File: src/rtl/pattern_sequencer_if.sv
// Bundle of the frame-timing, mode and button inputs and the
// pattern-control outputs shared by the sequencer and its environment.
interface pattern_sequencer_if #(
    parameter int NUM_PATTERNS = 4
) ();
    logic                    next_frame;
    logic                    auto_mode;
    logic                    btn_next;
    logic                    btn_faster;
    logic                    btn_slower;
    logic [NUM_PATTERNS-1:0] pattern_enable;
    logic [2:0]              pattern_sel;
    logic [11:0]             step_size;
    logic                    blanking;

    // Environment side: produces frame strobes and button levels.
    modport master (
        output next_frame, auto_mode, btn_next, btn_faster, btn_slower,
        input  pattern_enable, pattern_sel, step_size, blanking
    );

    // Sequencer side: consumes strobes and buttons, drives pattern control.
    modport slave (
        input  next_frame, auto_mode, btn_next, btn_faster, btn_slower,
        output pattern_enable, pattern_sel, step_size, blanking
    );
endinterface

File: src/rtl/pattern_sequencer.sv
// Cycles through NUM_PATTERNS test-pattern generators, inserting black
// frames between patterns, and manages a per-frame step size that the
// operator can raise or lower with buttons. All outputs are registered.
module pattern_sequencer #(
    parameter int          NUM_PATTERNS = 4,
    parameter int          DWELL_FRAMES = 600,
    parameter int          BLANK_FRAMES = 8,
    parameter logic [11:0] STEP_RESET   = 12'h010,
    parameter logic [11:0] STEP_MIN     = 12'h004,
    parameter logic [11:0] STEP_MAX     = 12'h0C0,
    parameter logic [11:0] STEP_INC     = 12'h004
) (
    input  logic                clk,
    input  logic                rst_n,
    pattern_sequencer_if.slave  bus
);

    typedef enum logic {
        RUN   = 1'b0,
        BLANK = 1'b1
    } state_t;

    localparam logic [11:0]             DWELL_LAST = 12'(DWELL_FRAMES - 1);
    localparam logic [7:0]              BLANK_LAST = 8'(BLANK_FRAMES - 1);
    localparam logic [2:0]              SEL_LAST   = 3'(NUM_PATTERNS - 1);
    localparam logic [NUM_PATTERNS-1:0] ONE_HOT0   = NUM_PATTERNS'(1);

    state_t                  state_q,    state_d;
    logic [2:0]              sel_q,      sel_d;
    logic [NUM_PATTERNS-1:0] enable_q,   enable_d;
    logic [11:0]             step_q,     step_d;
    logic                    blank_q,    blank_d;
    logic [11:0]             dwell_q,    dwell_d;
    logic [7:0]              bcnt_q,     bcnt_d;
    logic                    next_req_q, next_req_d;
    logic                    up_req_q,   up_req_d;
    logic                    dn_req_q,   dn_req_d;
    logic                    prev_next_q, prev_fast_q, prev_slow_q;

    logic        next_edge, fast_edge, slow_edge;
    logic        next_pend, up_pend, dn_pend;
    logic [12:0] step_up, step_dn;

    // Rising-edge detect on the already-debounced button levels.
    always_comb begin
        next_edge = bus.btn_next   & ~prev_next_q;
        fast_edge = bus.btn_faster & ~prev_fast_q;
        slow_edge = bus.btn_slower & ~prev_slow_q;
    end

    // Speed arithmetic in 13 bits so overflow/underflow clamp instead of wrap.
    always_comb begin
        step_up = {1'b0, step_q} + {1'b0, STEP_INC};
        step_dn = {1'b0, step_q} - {1'b0, STEP_INC};
    end

    // Next-state, counters, request flags and output values.
    always_comb begin
        state_d    = state_q;
        sel_d      = sel_q;
        enable_d   = enable_q;
        step_d     = step_q;
        blank_d    = blank_q;
        dwell_d    = dwell_q;
        bcnt_d     = bcnt_q;
        next_req_d = next_req_q;
        up_req_d   = up_req_q;
        dn_req_d   = dn_req_q;

        // An edge arriving with next_frame counts for that same frame.
        next_pend = next_req_q | next_edge;
        up_pend   = up_req_q | fast_edge;
        dn_pend   = dn_req_q | slow_edge;

        // Speed requests are accepted in either state.
        up_req_d = up_pend;
        dn_req_d = dn_pend;

        if (bus.next_frame) begin
            up_req_d = 1'b0;
            dn_req_d = 1'b0;
            if (up_pend && !dn_pend) begin
                step_d = (step_up > {1'b0, STEP_MAX}) ? STEP_MAX : step_up[11:0];
            end else if (dn_pend && !up_pend) begin
                step_d = (step_dn[12] || step_dn < {1'b0, STEP_MIN}) ? STEP_MIN
                                                                    : step_dn[11:0];
            end
        end

        unique case (state_q)
            RUN: begin
                next_req_d = next_pend;
                if (bus.next_frame) begin
                    if (next_pend || (bus.auto_mode && dwell_q == DWELL_LAST)) begin
                        state_d    = BLANK;
                        bcnt_d     = '0;
                        next_req_d = 1'b0;
                        blank_d    = 1'b1;
                        enable_d   = '0;
                    end else if (bus.auto_mode && dwell_q != DWELL_LAST) begin
                        // Counting only while auto_mode is high holds the
                        // dwell position across a manual interlude.
                        dwell_d = dwell_q + 12'd1;
                    end
                end
            end
            BLANK: begin
                // Pattern-advance requests are not latched while blanking.
                next_req_d = 1'b0;
                if (bus.next_frame) begin
                    if (bcnt_q == BLANK_LAST) begin
                        state_d  = RUN;
                        sel_d    = (sel_q == SEL_LAST) ? '0 : sel_q + 3'd1;
                        dwell_d  = '0;
                        blank_d  = 1'b0;
                        enable_d = ONE_HOT0 << sel_d;
                    end else begin
                        bcnt_d = bcnt_q + 8'd1;
                    end
                end
            end
            default: state_d = RUN;
        endcase
    end

    // State register; reset aborts any dwell/blank and drops pending requests.
    always_ff @(posedge clk) begin
        if (!rst_n) begin
            state_q     <= RUN;
            sel_q       <= '0;
            enable_q    <= ONE_HOT0;
            step_q      <= STEP_RESET;
            blank_q     <= 1'b0;
            dwell_q     <= '0;
            bcnt_q      <= '0;
            next_req_q  <= 1'b0;
            up_req_q    <= 1'b0;
            dn_req_q    <= 1'b0;
            prev_next_q <= 1'b1;
            prev_fast_q <= 1'b1;
            prev_slow_q <= 1'b1;
        end else begin
            state_q     <= state_d;
            sel_q       <= sel_d;
            enable_q    <= enable_d;
            step_q      <= step_d;
            blank_q     <= blank_d;
            dwell_q     <= dwell_d;
            bcnt_q      <= bcnt_d;
            next_req_q  <= next_req_d;
            up_req_q    <= up_req_d;
            dn_req_q    <= dn_req_d;
            prev_next_q <= bus.btn_next;
            prev_fast_q <= bus.btn_faster;
            prev_slow_q <= bus.btn_slower;
        end
    end

    // Outputs come straight from flops.
    always_comb begin
        bus.pattern_enable = enable_q;
        bus.pattern_sel    = sel_q;
        bus.step_size      = step_q;
        bus.blanking       = blank_q;
    end

endmodule

File: src/flat_wrapper.sv
// flat-port wrapper written by rule: the top's interface ports become plain ports
module pattern_sequencer_flat 
#(
    parameter int          NUM_PATTERNS = 4,
    parameter int          DWELL_FRAMES = 600,
    parameter int          BLANK_FRAMES = 8,
    parameter logic [11:0] STEP_RESET   = 12'h010,
    parameter logic [11:0] STEP_MIN     = 12'h004,
    parameter logic [11:0] STEP_MAX     = 12'h0C0,
    parameter logic [11:0] STEP_INC     = 12'h004
)
  (clk, rst_n, bus_next_frame, bus_auto_mode, bus_btn_next, bus_btn_faster, bus_btn_slower, bus_pattern_enable, bus_pattern_sel, bus_step_size, bus_blanking);
  pattern_sequencer_if #(.NUM_PATTERNS(NUM_PATTERNS)) bus_i ();
  input  logic clk;
  input  logic rst_n;
  input wire logic [$bits(bus_i.next_frame)-1:0] bus_next_frame;
  input wire logic [$bits(bus_i.auto_mode)-1:0] bus_auto_mode;
  input wire logic [$bits(bus_i.btn_next)-1:0] bus_btn_next;
  input wire logic [$bits(bus_i.btn_faster)-1:0] bus_btn_faster;
  input wire logic [$bits(bus_i.btn_slower)-1:0] bus_btn_slower;
  output wire logic [$bits(bus_i.pattern_enable)-1:0] bus_pattern_enable;
  output wire logic [$bits(bus_i.pattern_sel)-1:0] bus_pattern_sel;
  output wire logic [$bits(bus_i.step_size)-1:0] bus_step_size;
  output wire logic [$bits(bus_i.blanking)-1:0] bus_blanking;
  assign bus_i.next_frame = bus_next_frame;
  assign bus_i.auto_mode = bus_auto_mode;
  assign bus_i.btn_next = bus_btn_next;
  assign bus_i.btn_faster = bus_btn_faster;
  assign bus_i.btn_slower = bus_btn_slower;
  assign bus_pattern_enable = bus_i.pattern_enable;
  assign bus_pattern_sel = bus_i.pattern_sel;
  assign bus_step_size = bus_i.step_size;
  assign bus_blanking = bus_i.blanking;
  pattern_sequencer #(.NUM_PATTERNS(NUM_PATTERNS), .DWELL_FRAMES(DWELL_FRAMES), .BLANK_FRAMES(BLANK_FRAMES), .STEP_RESET(STEP_RESET), .STEP_MIN(STEP_MIN), .STEP_MAX(STEP_MAX), .STEP_INC(STEP_INC)) u_core (.clk(clk), .rst_n(rst_n), .bus(bus_i));
endmodule
File: config.mk
export PLATFORM = sky130hd
export DESIGN_NAME = pattern_sequencer_flat
export DESIGN_NICKNAME = d
export VERILOG_FILES = /design/src/rtl/pattern_sequencer_if.sv /design/src/rtl/pattern_sequencer.sv /design/src/flat_wrapper.sv
export SDC_FILE = /design/constraint.sdc
export NUM_CORES = 1
export LEC_CHECK = 0
export CAP_MARGIN = 40
export CELL_PAD_IN_SITES_DETAIL_PLACEMENT = 1
export CELL_PAD_IN_SITES_GLOBAL_PLACEMENT = 1
export CORE_UTILIZATION = 38
export DETAILED_ROUTE_END_ITERATION = 8
export GPL_ROUTABILITY_DRIVEN = 0
export PLACE_DENSITY_LB_ADDON = 0.1
export SLEW_MARGIN = 20
export SYNTH_ARGS = -nofsm -noshare
export SYNTH_HDL_FRONTEND = slang
export SYNTH_SLANG_ARGS = --single-unit
File: constraint.sdc
create_clock -name clk -period 2.05 [get_ports clk]
set_input_delay 0.41 -clock clk [delete_from_list [all_inputs] [get_ports clk]]
set_output_delay 0.41 -clock clk [all_outputs]
set_load 0.05 [all_outputs]
# After elaboration in Yosys (flattened, before gate mapping)
# Cells that the tools add are included.
# word_totals
elab_cells	92
in_bits	7
out_inout_bits	20
ff_bits	47
# op_classes
reduce_logical	15
addsub	5
eq_ne	11
n_bitwise	11
muxes	34
shifts	1
magnitude_cmp	2
# op_table
cell	count
12-bit two-way mux	9
8-bit two-way mux	4
12-bit case mux with 2 select lines	1
4-bit two-way mux	4
8-bit case mux with 2 select lines	1
12-bit by 3-bit adder with 13-bit output (second input constant)	1
13-bit by 8-bit greater-than comparator with 1-bit output (second input constant)	1
13-bit by 3-bit < comparator with 1-bit output (second input constant)	1
12-bit by 3-bit subtractor with 13-bit output (second input constant)	1
12-bit by 1-bit adder with 12-bit output (second input constant)	1
12-bit by 10-bit equality test with 1-bit output (second input constant)	1
12-bit by 10-bit != test with 1-bit output (second input constant)	1
1-bit two-way mux	10
2-bit != test (second input constant)	5
8-bit by 1-bit adder with 8-bit output (second input constant)	1
8-bit by 3-bit equality test with 1-bit output (second input constant)	1
4-bit case mux with 2 select lines	1
4-bit AND reduction	2
1-bit case mux with 2 select lines	3
1-bit inverter	5
5-bit AND reduction	1
1-bit logical AND	4
2-bit by 1-bit != test with 1-bit output (second input constant)	2
1-bit by 3-bit << shifter with 4-bit output (first input constant)	1
11 further kinds	17

# Longest topological paths before layout
# depth
word_depth	7
mapped_depth	9

# Least setup slack after synthesis
# No wires, ideal clock.
# synth_path
path_kind	reg2reg
from	reg u_core.step_q[2] (netlist: u_core.bus.step_size[2])
to	reg u_core.step_q[3] (netlist: u_core.bus.step_size[3])
required_ns	1.944
t_arrival_ns	2.147
path_stages_with_launch	8
setup_slack_ns	-0.203
cell_sequence	dfxtp_1 > inv_1 > ha_1 > nand2b_1 > nor3_1 > a21oi_1 > nand3b_1 > o311ai_0
# synth_between
elab_chain_cells	6
word_cells_on_any_way	9
classes_between	add/sub (2); order compare (2); mux (4); reduce/logical (1)
# synth_rtl
element	line_no	rtl
start: declaration	pattern_sequencer.sv:31	logic [11:0] step_q, step_d;
start signal: assignment	pattern_sequencer.sv:146	step_q <= step_d;
12-bit by 3-bit subtractor with 13-bit output	pattern_sequencer.sv:54	step_dn = {1'b0, step_q} - {1'b0, STEP_INC};
13-bit by 3-bit < comparator with 1-bit output	pattern_sequencer.sv:85	step_d = (step_dn[12] || step_dn < {1'b0, STEP_MIN}) ? STEP_MIN
1-bit logical OR	pattern_sequencer.sv:85	
12-bit two-way mux	pattern_sequencer.sv:85	
12-bit two-way mux	pattern_sequencer.sv:84	end else if (dn_pend && !up_pend) begin
12-bit two-way mux (*)	pattern_sequencer.sv:82	if (up_pend && !dn_pend) begin
# Mark *: on every way between the ends. The rest lies on a longest branch, timed or not. The select of a mux whose other input is x is not followed.
# A chain may end at the register's enable or synchronous reset.

# Final worst setup path
# layout_path
from	reg u_core.step_q[3] (netlist: u_core.bus.step_size[3])
to	out bus_step_size[3]
# layout_lines
element	line_no	rtl
end: declaration	flat_wrapper.sv:23	output wire logic [$bits(bus_i.step_size)-1:0] bus_step_size;
# No word-level cell between the ends.

==> summary.md <==
| Metric | Value |
|---|---|
| Result of the run | `finished with violations` |
| Violated checks | `DRC` |
| Top Ports | `27` |
| Critical-path maximum fanout | `10` |
| Leakage power of the design | `1.32 nW` |
| Endpoints failing setup | `0` |
| Startpoint of the most critical hold path | `u_core.bus.pattern_enable[2]$_SDFFE_PN0P_` |
| Endpoint of the worst hold-timing path | `u_core.bus.pattern_enable[2]$_SDFFE_PN0P_` |
| Primary FF master, synth | `dfxtp_1` |
| Number of slew-limit violations in the final report | `0` |
| Leading cell type in the layout, fill and taps excluded | `buf_4` |
| CP arrival | `1.59 ns` |
| Layout cells sized above 1 | `0.262` |
| Source-to-sink clock delay at the later pin of the worst-skew pair | `0.30 ns` |
| Initial core utilization | `0.402` |
| Power density cells | `607 nW/um2` |
| Clock Root Buffer | `clkbuf_8` |
| Die W | `84.9 um` |
| Clock tree from TritonCTS | `yes` |
| Via total after detailed routing | `2752` |
| Post-route clock period utilization | `0.976` |
| Number of sinks handled by clock tree synthesis | `45` |
| WL/cell | `16.9 um` |
| Global-route wire length before repair | `13.0 mm` |
| Std cell rows | `29` |
| Count of cells along the worst register-to-register path | `5` |
| Slew at the pin closest to its max-slew limit | `0.501 ns` |
| Post-synthesis average cell area | `7.93 um2` |
| Nets | `409` |
| Worst relative slew slack | `0.665` |
| Maximum vdd ir drop | `0.324 mV` |
| CP Data Required Time | `1.64 ns` |
| Routed vias/inst | `5.86` |
| Post-Route Utilization | `0.543` |
| Shortest clock period the worst path allows after layout | `2.00 ns` |
| Pre-antenna DRT Iters | `7` |
| Post-synth top area share | `0.345` |
| Number of buffers added by the clock tree synthesis step | `5` |
| DPL Wire Length | `5.70 mm` |
| Vertical die dimension | `84.9 um` |
| Kind of capture point of the worst setup path | `output port` |
| Number of fillers in the final layout | `801` |
| F_max | `0.500 GHz` |
| Max Cap Violations | `0` |
| Area contributors post-synth | `dfxtp_1, a21oi_1, ha_1` |
| GR Overflow Total | `0` |
| R2R setup slack | `0.05 ns` |
| Hold/Removal Path Class | `reg2reg` |
| Cells along the critical path | `clkdlybuf4s50_1` |
| Maximum cell stage delay along the critical path | `0.84 ns` |
| Total Die Area | `7200 um2` |
| Port Buffers | `24` |
| Most frequent cells in the layout | `buf_4, dfxtp_1, nand2_1, a21oi_1, nor2_1` |
| Setup clock skew after layout | `0.00431 ns` |
| Top cell family by delay on the critical path | `buffers and inverters` |
| Number of levels the H-tree was split into | `2` |
| Capture point of the worst reg-to-reg path | `u_core.bus.step_size[3]$_SDFFE_PN0P_` |
| Total Routed Length | `7.94 mm` |
| Fraction of registers with async set or reset after synthesis | `0` |
| Ys Warns | `0` |
| Pin count of the biggest net entering global routing | `21` |
| Area Growth Syn to Fin | `35.0%` |
| WS Path Type | `reg2out` |
| Category of the worst setup path launch point | `register` |
| Library cell occupying the most area in the post-synthesis netlist | `dfxtp_1` |
| Number of enable flip-flop cells after synthesis | `0` |
| Number of global-route vias before repair | `2796` |
| Aggregate global-route resource usage | `0.224` |
| Core Region | `6490 um2` |
| Antenna Cells | `0` |
| Worst R2R Start | `u_core.bus.step_size[2]$_SDFFE_PN0P_` |
| Synthesized instance count | `329` |
| Clock transition at the registers of the reported paths | `0.08 ns` |
| Starting DRC count in detailed routing | `78` |
| Worst Path Buf+Inv | `1` |
| #FFs+latches synth | `45` |
| Count of antenna-violating nets left after detailed routing | `0` |
| Worst path slowest cell | `clkdlybuf4s50_1` |
| DRC | `4` |
| Power Total | `0.00214 W` |
| Hold Fails Final Rpt | `0` |
| Maximum number of buffers from clock root to sink | `2` |
| Worst hold stages | `2` |
| Number of antenna violations at the first check in global routing | `0` |
| Share of synthesized area occupied by flip-flops and latches | `0.345` |
| Synth cell types | `55` |
| RSZ-0062 raised after global routing | `true` |
| Post-synthesis instance area | `2610 um2` |
-- kinds of logic after synthesis --
kind of cell / synth area share
other: 0.00144
multiplexers: 0.0158
AO/OA/AOI/OAI: 0.228
flip-flops: 0.345
AND/OR/NAND/NOR: 0.292
buffers and inverters: 0.0566
XOR/XNOR: 0.0134
adder cells (fa/ha/maj): 0.0479
-- through the flow --
stage / hold WS [ns] / area [um2] / setup TNS (ns) / setup WS (ns) / instances
after floorplan: 0.442 / 2640 / -0.0431 / -0.0431 / 330
after global placement: 0.451 / 3240 / -3.05 / -0.223 / 457
after detailed placement: 0.465 / 3240 / -4.07 / -0.290 / 457
after CTS: 0.476 / 3380 / -0.0224 / -0.0224 / 468
after global routing: 0.510 / 3520 / -0.230 / -0.0579 / 470
final: 0.470 / 3520 / 0 / 0.0491 / 470
-- per-layer routing --
metal | up-vias | track usage | part of all wire
li1 | 1341 | - | -
met2 | 33 | 0.398 | 0.50
met3 | 14 | 0.0350 | 0.019
met1 | 1364 | 0.281 | 0.46
met4 | 0 | 0.0678 | 0.016
met5 | - | 0 | 0
-- final cells by class --
type	count	area (um2)	area share
clock buffer	7	86.3	0.0245
clock inverter	1	30.0	0.00852
inverter	16	60.1	0.0170
multi-input combinational	250	1710	0.485
sequential	45	912	0.259
tap	77	96.3	0.0273
timing repair buffer	74	632	0.179
-- cell usage after synthesis (2+ instances only) --
cell       count
ha_1          10
or2_2          2
dfxtp_1       45
nand2b_1       7
o221ai_1       2
o21ai_0       17
nor4b_1        4
a21oi_1       32
buf_4          2
or3_1          6
o22ai_1        2
mux2i_1        3
a31oi_1        4
nand3_1       15
clkinv_1       2
nand3b_1       6
inv_1         14
or4_1         15
nand2_1       33
nand4_1        5
a22oi_1        2
a21o_1         6
nor2_1        20
nor3_1         7
o31ai_1       14
a2111oi_0      2
nand4b_1       2
nor4_1         4
clkbuf_1      14
and3_1         3
and2_1         2
xnor2_1        4
-- power breakdown --
part / switching, W / internal (W)
Clock: 0.000309 / 0.000398
Combinational: 0.000296 / 0.000201
Sequential: 0.0000329 / 0.000903
Total: 0.000639 / 0.00150
-- flip-flops by register name, summed over array words and instances, names as in the netlist, 3 cells and up --
signal,flops
u_core.bus.step_size,10
u_core.bus.pattern_sel,3
u_core.bus.pattern_enable,4
u_core.dwell_q,12
u_core.bcnt_q,8
-- how the worst max path moves through the flow --
| stage | startpoint | to | slack, ns | depth (start not counted) |
|---|---|---|---|---|
| 2_1_floorplan | u_core.bus.step_size[7]$_SDFFE_PN0P_ | u_core.bus.step_size[3]$_SDFFE_PN0P_ | -0.04 | 6 |
| 3_3_place_gp | bus_btn_faster | u_core.bus.step_size[8]$_SDFFE_PN0P_ | -0.22 | 8 |
| 3_5_place_dp | bus_btn_slower | u_core.bus.step_size[5]$_SDFFE_PN0P_ | -0.29 | 6 |
| 4_1_cts | u_core.bus.step_size[2]$_SDFFE_PN0P_ | u_core.bus.step_size[2]$_SDFFE_PN0P_ | -0.02 | 7 |
| 5_1_grt | u_core.bus.step_size[2]$_SDFFE_PN0P_ | u_core.bus.step_size[3]$_SDFFE_PN0P_ | -0.06 | 5 |
| 6_report | u_core.bus.step_size[3]$_SDFFE_PN0P_ | bus_step_size[3] | 0.05 | 1 |
-- repair_timing --
action | in CTS | in global routing
setup buffers | 3 | 0
gates cloned | 0 | 2
setup endpoints to repair | 9 | 21
pin swaps | 3 | 14
gates resized for setup | 3 | 33
hold buffers | 0 | 0
(Power assumes the default switching activity.)
